### config.mk
export PLATFORM = sky130hd
export DESIGN_NAME = wall_scheduler
export DESIGN_NICKNAME = d
export VERILOG_FILES = /design/src/rtl/note_game_pkg.sv /design/src/rtl/wall_slot.sv /design/src/rtl/wall_scheduler.sv
export SDC_FILE = /design/constraint.sdc
export NUM_CORES = 1
export LEC_CHECK = 0
export CAP_MARGIN = 20
export CELL_PAD_IN_SITES_DETAIL_PLACEMENT = 0
export CELL_PAD_IN_SITES_GLOBAL_PLACEMENT = 1
export CORE_ASPECT_RATIO = 1.2
export CORE_UTILIZATION = 35
export DETAILED_ROUTE_END_ITERATION = 12
export PLACE_DENSITY_LB_ADDON = 0.1
export SYNTH_ARGS = -nofsm -noshare
export SYNTH_HDL_FRONTEND = slang
export SYNTH_HIERARCHICAL = 1
export SYNTH_SLANG_ARGS = --single-unit
export TNS_END_PERCENT = 10
### constraint.sdc
create_clock -name pixel_clk_in -period 6.45 [get_ports pixel_clk_in]
set_clock_uncertainty 0.2 [all_clocks]
set_input_delay 1.29 -clock pixel_clk_in [delete_from_list [all_inputs] [get_ports pixel_clk_in]]
set_output_delay 1.29 -clock pixel_clk_in [all_outputs]
set_load 0.005 [all_outputs]
### src/rtl/note_game_pkg.sv
// Shared types, field widths and crossing helpers for the note-wall game.
package note_game_pkg;

  localparam int X_W    = 13;
  localparam int NOTE_W = 16;
  localparam int GAP_W  = 9;

  typedef enum logic [1:0] {
    IDLE = 2'd0,
    PLAY = 2'd1,
    OVER = 2'd2
  } game_state_t;

  typedef enum logic [1:0] {
    INACTIVE = 2'd0,
    MOVE     = 2'd1,
    BOUNCE   = 2'd2
  } wall_state_t;

  // True when a wall moving left by 'speed' this frame sweeps over ball_x.
  function automatic logic wall_crosses(input logic [X_W-1:0] x,
                                        input logic [10:0] ball_x,
                                        input logic [2:0] speed);
    logic [X_W-1:0] bx;
    bx = {2'b00, ball_x};
    return (x >= bx) && (x < (bx + X_W'(speed)));
  endfunction

  // Pass window [max(gap-margin,0), gap+height] in 11-bit unsigned, no wrap.
  function automatic logic in_pass_window(input logic [9:0] ball_y,
                                          input logic [GAP_W-1:0] gap_y,
                                          input int margin,
                                          input int height);
    logic [10:0] g;
    logic [10:0] y;
    logic [10:0] lo;
    logic [10:0] hi;
    g  = {2'b00, gap_y};
    y  = {1'b0, ball_y};
    lo = (g >= 11'(margin)) ? (g - 11'(margin)) : 11'd0;
    hi = g + 11'(height);
    return (y >= lo) && (y <= hi);
  endfunction

endpackage

### src/rtl/wall_slot.sv
// One wall slot: position, note, motion state and bounce offset.
// Pass/hit/retire flags are combinational and valid in the frame-step cycle.
module wall_slot
  import note_game_pkg::*;
#(
  parameter int SCREEN_WIDTH = 1280,
  parameter int GAP_MARGIN   = 5,
  parameter int GAP_HEIGHT   = 45,
  parameter int MAX_BOUNCE   = 16,
  parameter int BOUNCE_DECAY = 2
) (
  input  logic              i_clk,
  input  logic              i_rst,
  input  logic              i_step,
  input  logic              i_clear,
  input  logic              i_spawn,
  input  logic [NOTE_W-1:0] i_note,
  input  logic [2:0]        i_speed,
  input  logic [10:0]       i_ball_x,
  input  logic [9:0]        i_ball_y,
  input  logic [GAP_W-1:0]  i_gap_y,
  output logic [X_W-1:0]    o_x,
  output logic [NOTE_W-1:0] o_note,
  output wall_state_t       o_state,
  output logic              o_pass,
  output logic              o_hit,
  output logic              o_retire
);

  localparam int OFF_W = 5;
  localparam logic [X_W-1:0] SPAWN_X = X_W'(SCREEN_WIDTH);

  logic [X_W-1:0]    r_x;
  logic [NOTE_W-1:0] r_note;
  wall_state_t       r_state;
  logic [OFF_W-1:0]  r_off;
  logic              w_cross;
  logic              w_window;

  // Crossing and pass-window evaluation; only a moving wall can score or hit.
  always_comb begin
    w_cross  = (r_state == MOVE) && wall_crosses(r_x, i_ball_x, i_speed);
    w_window = in_pass_window(i_ball_y, i_gap_y, GAP_MARGIN, GAP_HEIGHT);
    o_pass   = i_step && w_cross && w_window;
    o_hit    = i_step && w_cross && !w_window;
    o_retire = i_step && (r_state == MOVE) && !(w_cross && !w_window) &&
               (r_x < X_W'(i_speed));
  end

  // Slot state update: clear on game restart, otherwise advance once per frame.
  always_ff @(posedge i_clk or posedge i_rst) begin
    if (i_rst) begin
      r_x     <= SPAWN_X;
      r_note  <= '0;
      r_state <= INACTIVE;
      r_off   <= '0;
    end else if (i_clear) begin
      r_x     <= SPAWN_X;
      r_state <= INACTIVE;
      r_off   <= '0;
    end else if (i_step) begin
      case (r_state)
        INACTIVE: begin
          if (i_spawn) begin
            r_x     <= SPAWN_X;
            r_note  <= i_note;
            r_state <= MOVE;
          end
        end
        MOVE: begin
          if (o_hit) begin
            r_state <= BOUNCE;
            r_off   <= OFF_W'(MAX_BOUNCE);
          end else if (o_retire) begin
            r_state <= INACTIVE;
            r_x     <= SPAWN_X;
          end else begin
            r_x <= r_x - X_W'(i_speed);
          end
        end
        BOUNCE: begin
          if (r_off != '0) begin
            r_x   <= r_x + X_W'(r_off);
            r_off <= (r_off > OFF_W'(BOUNCE_DECAY)) ? (r_off - OFF_W'(BOUNCE_DECAY)) : '0;
          end else begin
            r_state <= MOVE;
          end
        end
        default: r_state <= INACTIVE;
      endcase
    end
  end

  assign o_x     = r_x;
  assign o_note  = r_note;
  assign o_state = r_state;

endmodule

### src/rtl/wall_scheduler.sv
// Note-wall game controller: game FSM, one-entry note buffer, spawn arbiter,
// score and lives around WALL_COUNT wall_slot instances.
// Optional: define WALL_SPEEDUP_EN for wall speed rising every 8 passes.
// Note intake handshake: a note transfers on a cycle where note_valid_in and
// note_ready_out are both high; ready is low exactly while the buffer holds a note.
module wall_scheduler
  import note_game_pkg::*;
#(
  parameter int WALL_COUNT   = 3,
  parameter int SCREEN_WIDTH = 1280,
  parameter int MIN_SPACING  = 320,
  parameter int GAP_MARGIN   = 5,
  parameter int GAP_HEIGHT   = 45,
  parameter int MAX_BOUNCE   = 16,
  parameter int BOUNCE_DECAY = 2,
  parameter int START_LIVES  = 3
) (
  input  logic                         pixel_clk_in,
  input  logic                         rst_in,
  input  logic                         nf_in,
  input  logic                         start_in,
  input  logic                         note_valid_in,
  input  logic [NOTE_W-1:0]            note_in,
  output logic                         note_ready_out,
  input  logic [10:0]                  ball_x_in,
  input  logic [9:0]                   ball_y_in,
  input  logic [GAP_W*WALL_COUNT-1:0]  gap_y_in,
  output logic [X_W*WALL_COUNT-1:0]    wall_x_out,
  output logic [NOTE_W*WALL_COUNT-1:0] wall_note_out,
  output logic [WALL_COUNT-1:0]        wall_active_out,
  output logic [1:0]                   state_out,
  output logic [15:0]                  score_out,
  output logic [3:0]                   lives_out,
  output logic                         hit_out
);

  localparam int IW = (WALL_COUNT > 1) ? $clog2(WALL_COUNT) : 1;
  localparam logic [X_W-1:0] SPAWN_LIMIT = X_W'(SCREEN_WIDTH - MIN_SPACING);

  game_state_t       r_state;
  game_state_t       w_state_next;
  logic              r_start_d;
  logic              r_buf_valid;
  logic [NOTE_W-1:0] r_buf;
  logic [IW-1:0]     r_newest;
  logic [15:0]       r_score;
  logic [3:0]        r_lives;
  logic              r_hit;

  logic              w_step;
  logic              w_clear;
  logic              w_start_play;
  logic [2:0]        w_speed;
  logic [WALL_COUNT-1:0] w_pass_vec;
  logic [WALL_COUNT-1:0] w_hit_vec;
  logic [WALL_COUNT-1:0] w_retire_vec;
  logic [WALL_COUNT-1:0] w_spawn_vec;
  wall_state_t       w_wstate [WALL_COUNT];
  logic [X_W-1:0]    w_x      [WALL_COUNT];
  logic [NOTE_W-1:0] w_note   [WALL_COUNT];
  logic              w_free_found;
  logic [IW-1:0]     w_free_idx;
  logic              w_any_active;
  logic              w_spawn_ok;
  logic [3:0]        w_hits;
  logic [3:0]        w_passes;
  logic [3:0]        w_lives_dec;
  logic [16:0]       w_score_sum;

  assign w_step       = nf_in && (r_state == PLAY);
  assign w_clear      = (r_state == OVER) && start_in && !r_start_d;
  assign w_start_play = (r_state == IDLE) && start_in;

  // Hit/pass counts and lowest-index free slot; a retiring slot is never free.
  always_comb begin
    w_hits       = '0;
    w_passes     = '0;
    w_free_found = 1'b0;
    w_free_idx   = '0;
    w_any_active = 1'b0;
    for (int i = 0; i < WALL_COUNT; i++) begin
      w_hits   = w_hits + {3'b000, w_hit_vec[i]};
      w_passes = w_passes + {3'b000, w_pass_vec[i]};
      if (w_wstate[i] != INACTIVE) begin
        w_any_active = 1'b1;
      end else if (!w_free_found && !w_retire_vec[i]) begin
        w_free_found = 1'b1;
        w_free_idx   = IW'(i);
      end
    end
  end

  // Spawn arbitration: one new wall per frame, spaced behind the newest one.
  always_comb begin
    w_spawn_ok = w_step && r_buf_valid && w_free_found &&
                 (!w_any_active || (w_x[r_newest] <= SPAWN_LIMIT));
    for (int i = 0; i < WALL_COUNT; i++) begin
      w_spawn_vec[i] = w_spawn_ok && (w_free_idx == IW'(i));
    end
  end

  assign w_lives_dec = (r_lives > w_hits) ? (r_lives - w_hits) : 4'd0;
  assign w_score_sum = {1'b0, r_score} + {13'b0, w_passes};

  // Game FSM state register.
  always_ff @(posedge pixel_clk_in or posedge rst_in) begin
    if (rst_in) r_state <= IDLE;
    else        r_state <= w_state_next;
  end

  // Game FSM next state.
  always_comb begin
    w_state_next = r_state;
    case (r_state)
      IDLE:    if (start_in) w_state_next = PLAY;
      PLAY:    if (w_step && (w_lives_dec == 4'd0)) w_state_next = OVER;
      OVER:    if (w_clear) w_state_next = IDLE;
      default: w_state_next = IDLE;
    endcase
  end

  // Start edge detector, note buffer and newest-wall tracker.
  always_ff @(posedge pixel_clk_in or posedge rst_in) begin
    if (rst_in) begin
      r_start_d   <= 1'b0;
      r_buf_valid <= 1'b0;
      r_buf       <= '0;
      r_newest    <= '0;
    end else begin
      r_start_d <= start_in;
      if (w_spawn_ok) begin
        r_buf_valid <= 1'b0;
        r_newest    <= w_free_idx;
      end else if (note_valid_in && !r_buf_valid) begin
        r_buf_valid <= 1'b1;
        r_buf       <= note_in;
      end
    end
  end

  // Score, lives and the collision pulse.
  always_ff @(posedge pixel_clk_in or posedge rst_in) begin
    if (rst_in) begin
      r_score <= '0;
      r_lives <= 4'(START_LIVES);
      r_hit   <= 1'b0;
    end else begin
      r_hit <= w_step && (w_hits != 4'd0);
      if (w_start_play) begin
        r_score <= '0;
        r_lives <= 4'(START_LIVES);
      end else if (w_step) begin
        r_score <= w_score_sum[16] ? 16'hFFFF : w_score_sum[15:0];
        r_lives <= w_lives_dec;
      end
    end
  end

`ifdef WALL_SPEEDUP_EN
  logic [2:0] r_speed;
  logic [2:0] r_pass_cnt;
  logic [3:0] w_pass_cnt_sum;
  assign w_pass_cnt_sum = {1'b0, r_pass_cnt} + w_passes;

  // Speed ramps after every 8 passes, capped at 4, back to 1 on a new game.
  always_ff @(posedge pixel_clk_in or posedge rst_in) begin
    if (rst_in) begin
      r_speed    <= 3'd1;
      r_pass_cnt <= '0;
    end else if (w_start_play) begin
      r_speed    <= 3'd1;
      r_pass_cnt <= '0;
    end else if (w_step) begin
      r_pass_cnt <= w_pass_cnt_sum[2:0];
      if (w_pass_cnt_sum[3] && (r_speed < 3'd4)) r_speed <= r_speed + 3'd1;
    end
  end
  assign w_speed = r_speed;
`else
  assign w_speed = 3'd1;
`endif

  for (genvar g = 0; g < WALL_COUNT; g++) begin : g_slot
    wall_slot #(
      .SCREEN_WIDTH (SCREEN_WIDTH),
      .GAP_MARGIN   (GAP_MARGIN),
      .GAP_HEIGHT   (GAP_HEIGHT),
      .MAX_BOUNCE   (MAX_BOUNCE),
      .BOUNCE_DECAY (BOUNCE_DECAY)
    ) u_slot (
      .i_clk    (pixel_clk_in),
      .i_rst    (rst_in),
      .i_step   (w_step),
      .i_clear  (w_clear),
      .i_spawn  (w_spawn_vec[g]),
      .i_note   (r_buf),
      .i_speed  (w_speed),
      .i_ball_x (ball_x_in),
      .i_ball_y (ball_y_in),
      .i_gap_y  (gap_y_in[g*GAP_W +: GAP_W]),
      .o_x      (w_x[g]),
      .o_note   (w_note[g]),
      .o_state  (w_wstate[g]),
      .o_pass   (w_pass_vec[g]),
      .o_hit    (w_hit_vec[g]),
      .o_retire (w_retire_vec[g])
    );
    assign wall_x_out[g*X_W +: X_W]          = w_x[g];
    assign wall_note_out[g*NOTE_W +: NOTE_W] = w_note[g];
    assign wall_active_out[g]                = (w_wstate[g] != INACTIVE);
  end

  assign note_ready_out = !r_buf_valid;
  assign state_out      = r_state;
  assign score_out      = r_score;
  assign lives_out      = r_lives;
  assign hit_out        = r_hit;

endmodule

==> impl_results.md <==
- Status: finished, final reports clean
- Post-synthesis register bit count: 148
- Clk sink count: 148
- Initial antenna violation count: 0
- Layout area overhead: 37.7%
- Cts bufs inserted: 17
- Worst-Skew Late Latency: 450 ps
- Die area: 0.0411 mm^2
- Clk buf depth: 2
- I/O Buffers: 182
- H-tree depth: 4
- # rows: 80
- Most frequent cells in the layout: buf_4, ha_1, clkdlybuf4s50_1
- Leak: 8.95 nW
- CTS tree: done
- Boundary pin count: 183
- Nets@finish: 2289
- Share of cells above drive strength 1: 23.5%
- Design area: 0.0194 mm^2
- Initial Util: 35.5%
- Root Buffer Master: clkbuf_16
- Crit start category: input port
- First-pass detailed-route iteration total: 5
- PwrDens: 313 mW/mm^2
- Synth Flop Type: dfrtp_1
- Grt ovf: 0
- Max-cap viol count: 0
- Vias: 13798
- R2R depth: 19
- Worst Hold Depth: 1
- Via/cell ratio: 5.37
- CP max FO: 4
- Final WS setup: 186 ps
- Post-synthesis sequential area ratio: 26.4%
- Worst setup EP type: flop
- # DRC: 0
- CP arrival: 6400 ps
- Worst-margin pin slew: 960 ps
- Setup TNS: 0 ps
- Starting DRC count in detailed routing: 613
- Minimum clock period: 6260 ps
- First-pass GRT wire length: 75500 um
- Slew margin rel.: 34.3%
- Final ANT Viol Nets: 0
- GP Congestion: 0.885
- Final hold vios: 0
- GRT Total Usage: 23.4%
- N_diodes: 0
- Commonest non-fill, non-tap cell in the layout: buf_4
- Largest net degree at the start of global routing: 39
- Netlist Area Pre-Place: 0.0141 mm^2
- Placeable Area: 0.0397 mm^2
- VDD IR-drop max: 228 uV
- Die H: 222 um
- Die span in x: 185 um
- Ys async rst share: 100%
- DP Worst Slack: -958 ps
- Min-delay worst type: reg -> reg
- Pins Over Slew Limit: 0
- Dpl hpwl: 36800 um
- F_max: 160 MHz
- Final setup fails: 0
- Placed inst area: 0.0183 mm^2
- Syn_area_per_cell: 8.84 um^2
- Post-DR wirelength/cell: 18.6 um
- Final period utilization: 97.1%
- Yosys warns: 6
- DRT Wirelength: 47700 um
- Clock transition at path regs: 70 ps
- WP data required: 6590 ps
- Number of global-route vias before repair: 13931
- Cells after synthesis: 1593
- Unique masters post-synth: 97
- Critical path class: in -> reg
- Post-synth EDFFs: 0
-- sequential cells by signal, summed over array words and instances, names as in the netlist --
name,count
r_buf,16
lives_out,4
score_out,16
g_slot.u_slot/o_note,48
hit_out,1
r_newest,2
g_slot.u_slot/o_x,39
r_buf_valid,1
g_slot.u_slot/r_off,12
g_slot.u_slot/o_state,6
r_start_d,1
state_out,2
-- layout make-up --
| type | instances | area (um^2) |
|---|---|---|
| clock buffers | 17 | 425 |
| clock inverters | 15 | 185 |
| fillers | 3872 | 20300 |
| inverters | 135 | 507 |
| multi-input cells | 1282 | 10100 |
| flip-flops and latches | 148 | 3710 |
| well taps | 533 | 667 |
| repair buffers | 439 | 3800 |
-- path summary, 6_finish.rpt --
| check | start | end | slack [ps] |
|---|---|---|---|
| hold / removal | g_slot[0].u_slot/o_note[8]$_DFFE_PP0P_ | g_slot[0].u_slot/o_note[8]$_DFFE_PP0P_ | 310 |
| hold reg to reg | g_slot[0].u_slot/o_note[8]$_DFFE_PP0P_ | g_slot[0].u_slot/o_note[8]$_DFFE_PP0P_ | 310 |
| setup reg to reg | g_slot[0].u_slot/o_state[1]$_DFFE_PP0P_ | score_out[11]$_DFFE_PP0P_ | 1220 |
| setup / recovery | ball_x_in[0] | score_out[11]$_DFFE_PP0P_ | 190 |
| min in group asynchronous | rst_in | g_slot[2].u_slot/o_note[9]$_DFFE_PP0P_ | 930 |
| max in group asynchronous | rst_in | g_slot[1].u_slot/o_x[10]$_DFFE_PP1P_ | 4080 |
-- through the flow --
step | hold WS [ps] | std cells | utilization, % | power (mW)
floorplan | 286 | 1612 | - | 3.51
global placement | 287 | 2524 | 46.1 | 4.89
detailed placement | 291 | 2524 | 46.1 | 4.91
CTS | 308 | 2559 | 47.9 | 6.01
global route | 319 | 2569 | 48.8 | 6.53
finish | 306 | 2569 | 48.8 | 6.08
-- logic make-up (layout without fill, tap and decap cells) --
kind of cell	Yosys count	in the layout	share of synthesized area (%)
simple gates	496	496	19.3
fa+ha+maj	197	197	18.0
buf+inv	182	606	5.11
xor+xnor	75	75	4.66
mux	73	73	5.83
compound gates	420	420	20.6
flops	148	148	26.4
other cells	2	21	0.0533
-- power breakdown --
group / switching [mW] / internal [mW] / leakage, nW / total [mW]
registers: 0.485 / 1.21 / 1.94 / 1.70
logic: 1.74 / 1.60 / 6.70 / 3.34
clock network: 0.483 / 0.557 / 0.296 / 1.04
total: 2.71 / 3.37 / 8.95 / 6.08
-- metal layers --
layer,vias up,track usage [%],share of wire [%]
li1,6744,-,-
met1,6682,29.0,44
met2,320,42.1,51
met3,52,2.89,3.9
met4,0,6.19,1.8
met5,-,0,0
-- worst max-delay path, stage by stage --
cell	delay [ps]
buf_4	130
buf_6	120
ha_4	160
fa_2	410
a21oi_4	200
buf_4	140
nor3_1	50
xnor2_1	210
ha_1	270
and3_1	160
a221o_1	310
a221o_1	350
a21o_1	200
buf_4	150
nor3_2	170
buf_4	150
fa_1	160
ha_2	180
inv_1	50
fa_2	350
nand4b_1	240
buf_4	180
nor3_1	170
buf_4	160
and3b_1	190
a211oi_1	240
-- synth_stat cells (7+ instances only) --
library cell  count  share of area [%]
nand2b_1         19               0.84
inv_1           131                3.5
a21o_1           29                1.5
and2_1            9               0.40
o31ai_1          17               0.91
a211o_1           7               0.44
nor3b_1           9               0.48
o2111ai_1         7               0.44
o21a_1           22                1.2
fa_1             10                1.4
xnor2_1          51                3.2
o311ai_0          9               0.56
nor3_1           52                1.8
nor4_1           19               0.84
nor2b_1          13               0.58
a211oi_1         15               0.80
nand4_1          29                1.3
dfstp_2           8                1.5
o21ai_0          49                1.7
and3_1           16               0.71
nand3b_1          7               0.37
and4_1            7               0.44
nand3_1          42                1.5
xor2_1           24                1.5
o22ai_1           7               0.31
dfrtp_1         140                 25
a31oi_1          26                1.2
mux2_2           65                5.2
ha_1            187                 17
a21boi_0         12               0.64
a21oi_1         111                3.9
nand4b_1          7               0.44
or3_1            17               0.75
a32oi_1           9               0.56
nor2_1           87                2.3
o21ai_1          13               0.46
clkbuf_1         36               0.96
nand2_1         122                3.3
-- repair_timing --
item | in CTS | in global routing
setup buffers | 3 | 11
hold buffers | 0 | 0
resized for setup | 22 | 78
endpoints found under the setup margin | 55 | 58
pin swaps | 7 | 44
Power figures use the tool's default switching activity.
